[config.mk]
export PLATFORM = sky130hd
export DESIGN_NAME = multicycle_ctrl_flat
export DESIGN_NICKNAME = d
export VERILOG_FILES = /design/src/rtl/multicycle_ctrl_if.sv /design/src/rtl/multicycle_ctrl.sv /design/src/flat_wrapper.sv
export SDC_FILE = /design/constraint.sdc
export NUM_CORES = 1
export LEC_CHECK = 0
export BUFFER_PORTS_ARGS = -buffer_cell sky130_fd_sc_hd__buf_2
export CORE_UTILIZATION = 47
export CTS_CLUSTER_SIZE = 30
export DETAILED_ROUTE_END_ITERATION = 16
export PLACE_DENSITY = 0.76
export SYNTH_ARGS = -nofsm -noshare
export SYNTH_HDL_FRONTEND = slang
export SYNTH_SLANG_ARGS = --single-unit
[constraint.sdc]
create_clock -name clk -period 1.7 [get_ports clk]
set_input_delay 0.085 -clock clk [delete_from_list [all_inputs] [get_ports clk]]
set_output_delay 0.085 -clock clk [all_outputs]
set_load 0.01 [all_outputs]
[src/rtl/multicycle_ctrl_if.sv]
// Control bus between the multi-cycle RV32I controller and its datapath.
// The controller uses the master modport; the datapath (or a bench) uses slave.
interface multicycle_ctrl_if;
  logic [6:0] opcode;
  logic [2:0] funct3;
  logic       funct7b5;
  logic       zero;
  logic       mem_ready;
  logic       mem_req;
  logic       pc_write;
  logic       adr_src;
  logic       mem_write;
  logic       ir_write;
  logic       reg_write;
  logic [1:0] result_src;
  logic [1:0] alu_src_a;
  logic [1:0] alu_src_b;
  logic [1:0] imm_src;
  logic [2:0] alu_control;
  logic       illegal;
  logic       mem_timeout;
  logic [3:0] state;

  modport master (
    input  opcode, funct3, funct7b5, zero, mem_ready,
    output mem_req, pc_write, adr_src, mem_write, ir_write, reg_write,
           result_src, alu_src_a, alu_src_b, imm_src, alu_control,
           illegal, mem_timeout, state
  );

  modport slave (
    output opcode, funct3, funct7b5, zero, mem_ready,
    input  mem_req, pc_write, adr_src, mem_write, ir_write, reg_write,
           result_src, alu_src_a, alu_src_b, imm_src, alu_control,
           illegal, mem_timeout, state
  );
endinterface

[src/rtl/multicycle_ctrl.sv]
// Main control FSM of the multi-cycle RV32I core: fetch/decode/execute/memory/writeback
// sequencing over a shared ALU and unified memory port, with memory-wait timeout.
module multicycle_ctrl #(
  parameter int unsigned MEM_WAIT_MAX = 15
) (
  input logic               clk,
  input logic               rst,
  multicycle_ctrl_if.master bus
);

  typedef enum logic [3:0] {
    StFetch  = 4'd0,
    StDecode = 4'd1,
    StMemAdr = 4'd2,
    StMemRd  = 4'd3,
    StMemWb  = 4'd4,
    StMemWr  = 4'd5,
    StExecR  = 4'd6,
    StExecI  = 4'd7,
    StAluWb  = 4'd8,
    StBeq    = 4'd9,
    StTrap   = 4'd10
  } state_e;

  localparam logic [6:0] OpLoad  = 7'b0000011;
  localparam logic [6:0] OpStore = 7'b0100011;
  localparam logic [6:0] OpRType = 7'b0110011;
  localparam logic [6:0] OpIType = 7'b0010011;
  localparam logic [6:0] OpBeq   = 7'b1100011;

  localparam logic [2:0] AluAdd = 3'b000;
  localparam logic [2:0] AluSub = 3'b001;
  localparam logic [2:0] AluAnd = 3'b010;
  localparam logic [2:0] AluOr  = 3'b011;
  localparam logic [2:0] AluSlt = 3'b101;

  localparam int unsigned CntW = (MEM_WAIT_MAX > 1) ? $clog2(MEM_WAIT_MAX) : 1;
  localparam logic [CntW-1:0] WaitLast = CntW'((MEM_WAIT_MAX == 0) ? 0 : MEM_WAIT_MAX - 1);

  state_e          state_q, state_d;
  logic [CntW-1:0] cnt_q, cnt_d;
  logic            illegal_q, illegal_d;
  logic            timeout_q, timeout_d;

  logic            waiting;
  logic            funct_ok;
  logic [2:0]      exec_alu;

  // ALU operation for EXEC_R/EXEC_I; funct7b5 only selects sub for register ops.
  always_comb begin
    funct_ok = 1'b1;
    exec_alu = AluAdd;
    case (bus.funct3)
      3'b000:  exec_alu = (state_q == StExecR && bus.funct7b5) ? AluSub : AluAdd;
      3'b010:  exec_alu = AluSlt;
      3'b110:  exec_alu = AluOr;
      3'b111:  exec_alu = AluAnd;
      default: funct_ok = 1'b0;
    endcase
  end

  always_comb begin
    state_d   = state_q;
    illegal_d = illegal_q;
    timeout_d = timeout_q;
    waiting   = (state_q inside {StFetch, StMemRd, StMemWr}) && !bus.mem_ready;

    unique case (state_q)
      StFetch:  if (bus.mem_ready) state_d = StDecode;
      StDecode: begin
        unique case (bus.opcode)
          OpLoad, OpStore: state_d = StMemAdr;
          OpRType:         state_d = StExecR;
          OpIType:         state_d = StExecI;
          OpBeq:           state_d = StBeq;
          default: begin
            state_d   = StTrap;
            illegal_d = 1'b1;
          end
        endcase
      end
      StMemAdr: state_d = (bus.opcode == OpStore) ? StMemWr : StMemRd;
      StMemRd:  if (bus.mem_ready) state_d = StMemWb;
      StMemWb:  state_d = StFetch;
      StMemWr:  if (bus.mem_ready) state_d = StFetch;
      StExecR, StExecI: begin
        state_d = funct_ok ? StAluWb : StTrap;
        if (!funct_ok) illegal_d = 1'b1;
      end
      StAluWb:  state_d = StFetch;
      StBeq: begin
        state_d = (bus.funct3 == 3'b000) ? StFetch : StTrap;
        if (bus.funct3 != 3'b000) illegal_d = 1'b1;
      end
      StTrap:   state_d = StTrap;
      default:  state_d = StTrap;
    endcase

    // Timeout overrides the normal stay-in-state while waiting on memory.
    if (waiting && MEM_WAIT_MAX != 0 && cnt_q == WaitLast) begin
      state_d   = StTrap;
      timeout_d = 1'b1;
    end

    cnt_d = (waiting && state_d == state_q) ? cnt_q + CntW'(1) : '0;
  end

  always_ff @(posedge clk) begin
    if (rst) begin
      state_q   <= StFetch;
      cnt_q     <= '0;
      illegal_q <= 1'b0;
      timeout_q <= 1'b0;
    end else begin
      state_q   <= state_d;
      cnt_q     <= cnt_d;
      illegal_q <= illegal_d;
      timeout_q <= timeout_d;
    end
  end

  // Moore decode of the state; handshake strobes follow mem_ready/zero combinationally.
  always_comb begin
    bus.mem_req     = 1'b0;
    bus.pc_write    = 1'b0;
    bus.adr_src     = 1'b0;
    bus.mem_write   = 1'b0;
    bus.ir_write    = 1'b0;
    bus.reg_write   = 1'b0;
    bus.result_src  = 2'b00;
    bus.alu_src_a   = 2'b00;
    bus.alu_src_b   = 2'b00;
    bus.imm_src     = 2'b00;
    bus.alu_control = AluAdd;
    bus.illegal     = illegal_q;
    bus.mem_timeout = timeout_q;
    bus.state       = state_q;
    if (!rst) begin
      unique case (state_q)
        StFetch: begin
          bus.mem_req    = 1'b1;
          bus.alu_src_b  = 2'b10;
          bus.result_src = 2'b10;
          bus.ir_write   = bus.mem_ready;
          bus.pc_write   = bus.mem_ready;
        end
        StDecode: begin
          bus.alu_src_a = 2'b01;
          bus.alu_src_b = 2'b01;
          bus.imm_src   = 2'b10;
        end
        StMemAdr: begin
          bus.alu_src_a = 2'b10;
          bus.alu_src_b = 2'b01;
          bus.imm_src   = (bus.opcode == OpStore) ? 2'b01 : 2'b00;
        end
        StMemRd: begin
          bus.mem_req = 1'b1;
          bus.adr_src = 1'b1;
        end
        StMemWb: begin
          bus.result_src = 2'b01;
          bus.reg_write  = 1'b1;
        end
        StMemWr: begin
          bus.mem_req   = 1'b1;
          bus.adr_src   = 1'b1;
          bus.mem_write = bus.mem_ready;
        end
        StExecR: begin
          bus.alu_src_a   = 2'b10;
          bus.alu_control = exec_alu;
        end
        StExecI: begin
          bus.alu_src_a   = 2'b10;
          bus.alu_src_b   = 2'b01;
          bus.alu_control = exec_alu;
        end
        StAluWb: bus.reg_write = 1'b1;
        StBeq: begin
          bus.alu_src_a   = 2'b10;
          bus.alu_control = AluSub;
          bus.pc_write    = bus.zero && (bus.funct3 == 3'b000);
        end
        default: ;
      endcase
    end
  end

endmodule

[src/flat_wrapper.sv]
// flat-port wrapper written by rule: the top's interface ports become plain ports
module multicycle_ctrl_flat 
#(
  parameter int unsigned MEM_WAIT_MAX = 15
)
  (clk, rst, bus_opcode, bus_funct3, bus_funct7b5, bus_zero, bus_mem_ready, bus_mem_req, bus_pc_write, bus_adr_src, bus_mem_write, bus_ir_write, bus_reg_write, bus_result_src, bus_alu_src_a, bus_alu_src_b, bus_imm_src, bus_alu_control, bus_illegal, bus_mem_timeout, bus_state);
  multicycle_ctrl_if bus_i ();
  input logic clk;
  input logic rst;
  input wire logic [$bits(bus_i.opcode)-1:0] bus_opcode;
  input wire logic [$bits(bus_i.funct3)-1:0] bus_funct3;
  input wire logic [$bits(bus_i.funct7b5)-1:0] bus_funct7b5;
  input wire logic [$bits(bus_i.zero)-1:0] bus_zero;
  input wire logic [$bits(bus_i.mem_ready)-1:0] bus_mem_ready;
  output wire logic [$bits(bus_i.mem_req)-1:0] bus_mem_req;
  output wire logic [$bits(bus_i.pc_write)-1:0] bus_pc_write;
  output wire logic [$bits(bus_i.adr_src)-1:0] bus_adr_src;
  output wire logic [$bits(bus_i.mem_write)-1:0] bus_mem_write;
  output wire logic [$bits(bus_i.ir_write)-1:0] bus_ir_write;
  output wire logic [$bits(bus_i.reg_write)-1:0] bus_reg_write;
  output wire logic [$bits(bus_i.result_src)-1:0] bus_result_src;
  output wire logic [$bits(bus_i.alu_src_a)-1:0] bus_alu_src_a;
  output wire logic [$bits(bus_i.alu_src_b)-1:0] bus_alu_src_b;
  output wire logic [$bits(bus_i.imm_src)-1:0] bus_imm_src;
  output wire logic [$bits(bus_i.alu_control)-1:0] bus_alu_control;
  output wire logic [$bits(bus_i.illegal)-1:0] bus_illegal;
  output wire logic [$bits(bus_i.mem_timeout)-1:0] bus_mem_timeout;
  output wire logic [$bits(bus_i.state)-1:0] bus_state;
  assign bus_i.opcode = bus_opcode;
  assign bus_i.funct3 = bus_funct3;
  assign bus_i.funct7b5 = bus_funct7b5;
  assign bus_i.zero = bus_zero;
  assign bus_i.mem_ready = bus_mem_ready;
  assign bus_mem_req = bus_i.mem_req;
  assign bus_pc_write = bus_i.pc_write;
  assign bus_adr_src = bus_i.adr_src;
  assign bus_mem_write = bus_i.mem_write;
  assign bus_ir_write = bus_i.ir_write;
  assign bus_reg_write = bus_i.reg_write;
  assign bus_result_src = bus_i.result_src;
  assign bus_alu_src_a = bus_i.alu_src_a;
  assign bus_alu_src_b = bus_i.alu_src_b;
  assign bus_imm_src = bus_i.imm_src;
  assign bus_alu_control = bus_i.alu_control;
  assign bus_illegal = bus_i.illegal;
  assign bus_mem_timeout = bus_i.mem_timeout;
  assign bus_state = bus_i.state;
  multicycle_ctrl #(.MEM_WAIT_MAX(MEM_WAIT_MAX)) u_core (.clk(clk), .rst(rst), .bus(bus_i));
endmodule
Word-level counts from Yosys, hierarchy flattened
Index checks and enable logic that the tools add are counted.
- bits in registers: 10
- bits of input ports: 15
- add/sub/neg operators: 1
- equality and inequality tests: 22
- multiplexer cells: 39
- bitwise gates (word level): 1
- reductions and logical operators: 22
- operator list (kind ; count):
    4-bit case mux with 8 select lines ; 1
    4-bit 2-to-1 mux ; 5
    1-bit 2-to-1 mux ; 17
    4-bit by 3-bit == test with 1-bit output, second input constant ; 4
    2-bit case mux with 2 select lines ; 4
    4-bit case mux with 4 select lines ; 1
    7-bit by 6-bit == test with 1-bit output, second input constant ; 2
    4-bit == test, second input constant ; 3
    3-bit case mux with 4 select lines ; 1
    2-bit 2-to-1 mux ; 5
    2-bit OR reduction ; 5
    3-bit nonzero test ; 3
    4-bit by 2-bit == test with 1-bit output, second input constant ; 2
    4-bit OR reduction ; 2
    7-bit by 2-bit == test with 1-bit output, second input constant ; 1
    7-bit by 5-bit == test with 1-bit output, second input constant ; 1
    7-bit == test, second input constant ; 1
    3-bit == test, second input constant ; 2
    3-bit 2-to-1 mux ; 2
    3-bit case mux with 2 select lines ; 1
    3-bit OR reduction ; 2
    1-bit logical AND ; 5
    5-bit OR reduction ; 1
    4-bit by 1-bit adder with 4-bit output, second input constant ; 1
    other kinds (12) ; 13

Longest topological paths before layout
- word-level depth: 10
- depth in mapped cells: 6

Worst setup path before layout
OpenSTA, ideal clock, no wires.
- path type: reg2out
- from: reg u_core.state_q[0] (netlist: u_core.bus.state[0])
- to: out bus_ir_write
- arrival: 1.404 ns
- data required time: 1.615 ns
- setup slack: 0.211 ns
- cell stages (with the launch flop): 5
- buffers on the path: 1
- cell sequence: dfxtp_1 > buf_2 > nor4_1 > and2b_1 > and2_1
- cells in the longest elaborated chain, start to end: 3
- RTL lines (what ; line ; source):
    start, declared ; multicycle_ctrl.sv:40 ; state_e state_q, state_d;
    start signal, assigned ; multicycle_ctrl.sv:110 ; state_q <= StFetch;
    start signal, assigned ; multicycle_ctrl.sv:115 ; state_q <= state_d;
    4-bit zero test ; multicycle_ctrl.sv:139 ; unique case (state_q)
    1-bit 2-to-1 mux ; multicycle_ctrl.sv:139 ;
    1-bit 2-to-1 mux ; multicycle_ctrl.sv:138 ; if (!rst) begin
    end, declared ; flat_wrapper.sv:19 ; output wire logic [$bits(bus_i.ir_write)-1:0] bus_ir_write;
No other way between the ends.

Final worst setup path
- from: reg u_core.state_q[2] (netlist: u_core.bus.state[2])
- to: out bus_imm_src[1]
- cells in the longest elaborated chain, start to end: 3
- elaborated cells between the ends (all ways): 4
- those cells by class: eq/ne (2); mux (2)
- RTL lines (what ; line ; source):
    4-bit by 2-bit == test with 1-bit output or 4-bit by 1-bit == test with 1-bit output (tied branches) ; multicycle_ctrl.sv:139 ;
    2-bit case mux with 2 select lines * ; multicycle_ctrl.sv:139 ;
    2-bit 2-to-1 mux * ; multicycle_ctrl.sv:138 ;
    end, declared ; flat_wrapper.sv:24 ; output wire logic [$bits(bus_i.imm_src)-1:0] bus_imm_src;
Mark *: on every way between the ends. The rest lies on a longest branch, timed or not.

==> flow_summary.json <==
{
  "status": "finished, final reports clean",
  "finalSetupTns_ns": 0,
  "synth_cell_type_count": 43,
  "drv_cap": 0,
  "use_met1_pct": 35.4,
  "postSynthAreaPerCell_um2": 7.26,
  "drive_gt1_share_pct": 37.1,
  "antenna_left": 0,
  "pin_count": 38,
  "fp.coreArea_um2": 1800,
  "final_common_cell": "buf_2",
  "die_w_um": 46.7,
  "h-tree-depth": 1,
  "vias_per_cell": 5.69,
  "worstPathArrival_ns": 1.54,
  "rsz0062_at_grt": "yes",
  "cp-start-kind": "flip-flop",
  "initial_core_util_pct": 52.0,
  "p_leak_nw": 0.558,
  "dp_hpwl_um": 1850,
  "firstDrtPassIters": 4,
  "worst_hold_path_type": "primary input to flip-flop",
  "hold_violations": 0,
  "finalCritPeriodShare_pct": 95.9,
  "cts_setup_buffers": 0,
  "grt.met3_usage_pct": 1.18,
  "die_area_um2": 2180,
  "diodes": 0,
  "layout.nets": 185,
  "multi_input_area_um2": 693,
  "ys_seq_area_share_pct": 21.4,
  "dp.cells": 188,
  "fillers": 163,
  "track_usage_pct": 24.5,
  "grt_max_degree": 19,
  "final_cell_mix": "37 x buf_2, 19 x nor2_1, 8 x a21oi_1, 8 x nand2_1, 7 x buf_4",
  "crit_type": "flip-flop to output pin",
  "row_count": 15,
  "grt_busiest_layer": "met2",
  "fin_crit_ns": 1.63,
  "grt_overflow_total": 0,
  "peakVddDrop_v": 0.000556,
  "clk_pin_slew_ns": 0.07,
  "drt-total-wl_um": 2610,
  "crit_path_end_kind": "output pin",
  "clock_latency_ns": 0.27,
  "synth-main-ff-cell": "dfxtp_1",
  "layout.cells.non_filler": 192,
  "antenna_found_initial": 0,
  "setup_viol": 0,
  "fmax_mhz": 614,
  "drc": 0,
  "ys_ff_latch": 10,
  "power.density_nw_per_um2": 654,
  "async_reset_ff_share_pct": 0,
  "synth_nets": 146,
  "slew_headroom_pct": 77.1,
  "ctsHoldBuffers": 0,
  "die_h_um": 46.7,
  "stdcell_area_um2": 1240,
  "cts_buffer_depth": 2,
  "netlist_instances": 129,
  "cp.required_ns": 1.62,
  "synth_warnings": 0,
  "syn-cell-area_um2": 937,
  "placed_cell_area_um2": 1160,
  "wl_per_cell_um": 13.6,
  "ff_latch_area_um2": 213,
  "clock-sinks": 10,
  "clock_skew_ns": 0.00275,
  "drt_iter0_drc": 41,
  "cts_tree": "done",
  "clock-root-buffer": "clkbuf_4",
  "finalWeightedCongestion": 0.920,
  "grt_pass1_vias": 858,
  "slew_viol_final": 0,
  "vias": 1092,
  "cts_made_buffers": 3,
  "met2_usage_pct": 38.1,
  "area_growth_pct": 32.4,
  "cp_max_fo": 7,
  "grt_pass1_wl_um": 3850,
  "synth_edf_count": 0,
  "portBuffers": 37,
  "worst_pin_slew_ns": 0.339
}
==> worst paths after layout <==
kind / from / endpoint / slack, ns / cells past startpoint
hold reg to reg: u_core.bus.mem_timeout / u_core.bus.mem_timeout / 0.45 / 2
setup reg to reg: u_core.cnt_q[0] / u_core.cnt_q[2] / 0.09 / 5
setup / recovery: u_core.bus.state[2] / bus_imm_src[1] / 0.07 / 4
hold / removal: rst / u_core.bus.illegal / 0.22 / 2
==> area by class of cell <==
| type | count | share of cell area (%) |
|---|---|---|
| Sequential cell | 10 | 17.1 |
| Multi-Input combinational cell | 103 | 55.8 |
| Clock buffer | 4 | 2.92 |
| Tap cell | 25 | 2.52 |
| Timing Repair Buffer | 45 | 20.1 |
| Inverter | 5 | 1.51 |
==> metrics by stage <==
step                      power (mW)  hold slack, ns  setup WS, ns  util (%)
final                          0.812           0.218        0.0704      68.9
after global routing           0.861           0.251       -0.0413      68.9
after CTS                      0.796           0.215       0.00395      66.6
after detailed placement       0.576           0.442         0.114      64.4
after global placement         0.573           0.431         0.189      64.4
after floorplan                0.471           0.221         0.211         -
==> state kept, by name (all words and copies together), names as in the netlist <==
signal / count
u_core.bus.illegal: 1
u_core.bus.mem_timeout: 1
u_core.bus.state: 4
u_core.cnt_q: 4
==> layer usage <==
| metal | vias up | routed length [µm] |
|---|---|---|
| li1 | 539 | - |
| met1 | 496 | 1210 |
| met2 | 53 | 1200 |
| met3 | 4 | 168 |
| met4 | 0 | 34 |
| met5 | - | 0 |
==> critical path: stages, from the launching register on <==
cell and delay (ns):
dfxtp_4 0.37, buf_4 0.16, or4b_4 0.51, nor2_1 0.10
buf_2 0.13
==> synthesized netlist by cell type, types with 3 or more instances <==
| cell | n | area share, % |
|---|---|---|
| nand2_1 | 8 | 3.2 |
| nor3_1 | 5 | 2.7 |
| nor2b_1 | 5 | 3.3 |
| o21ai_0 | 3 | 1.6 |
| a22o_1 | 3 | 2.8 |
| nor2_1 | 19 | 7.6 |
| inv_1 | 5 | 2.0 |
| nand2b_1 | 5 | 3.3 |
| nor4_1 | 3 | 2.0 |
| buf_2 | 9 | 4.8 |
| dfxtp_1 | 10 | 21 |
| a21oi_1 | 8 | 4.3 |
==> report_power, final <==
| part | internal (mW) | switching [mW] |
|---|---|---|
| Combinational | 0.155 | 0.158 |
| Clock | 0.130 | 0.0875 |
| Sequential | 0.250 | 0.0313 |
| Total | 0.535 | 0.277 |
==> logic make-up (layout without fill, tap and decap cells) <==
group	after synthesis	in the layout	synth area share [%]
simple gates	67	67	41.9
compound gates	29	29	21.5
buf+inv	16	54	7.61
flops	10	10	21.4
xor+xnor	4	4	3.74
fa+ha+maj	2	2	2.67
mux	1	1	1.20
==> what timing repair did <==
| action | 4_1_cts | 5_1_grt |
|---|---|---|
| setup endpoints to repair | 3 | 12 |
| resized for setup | 2 | 10 |
| pin swaps | 0 | 1 |
Power figures use the tool's default switching activity.
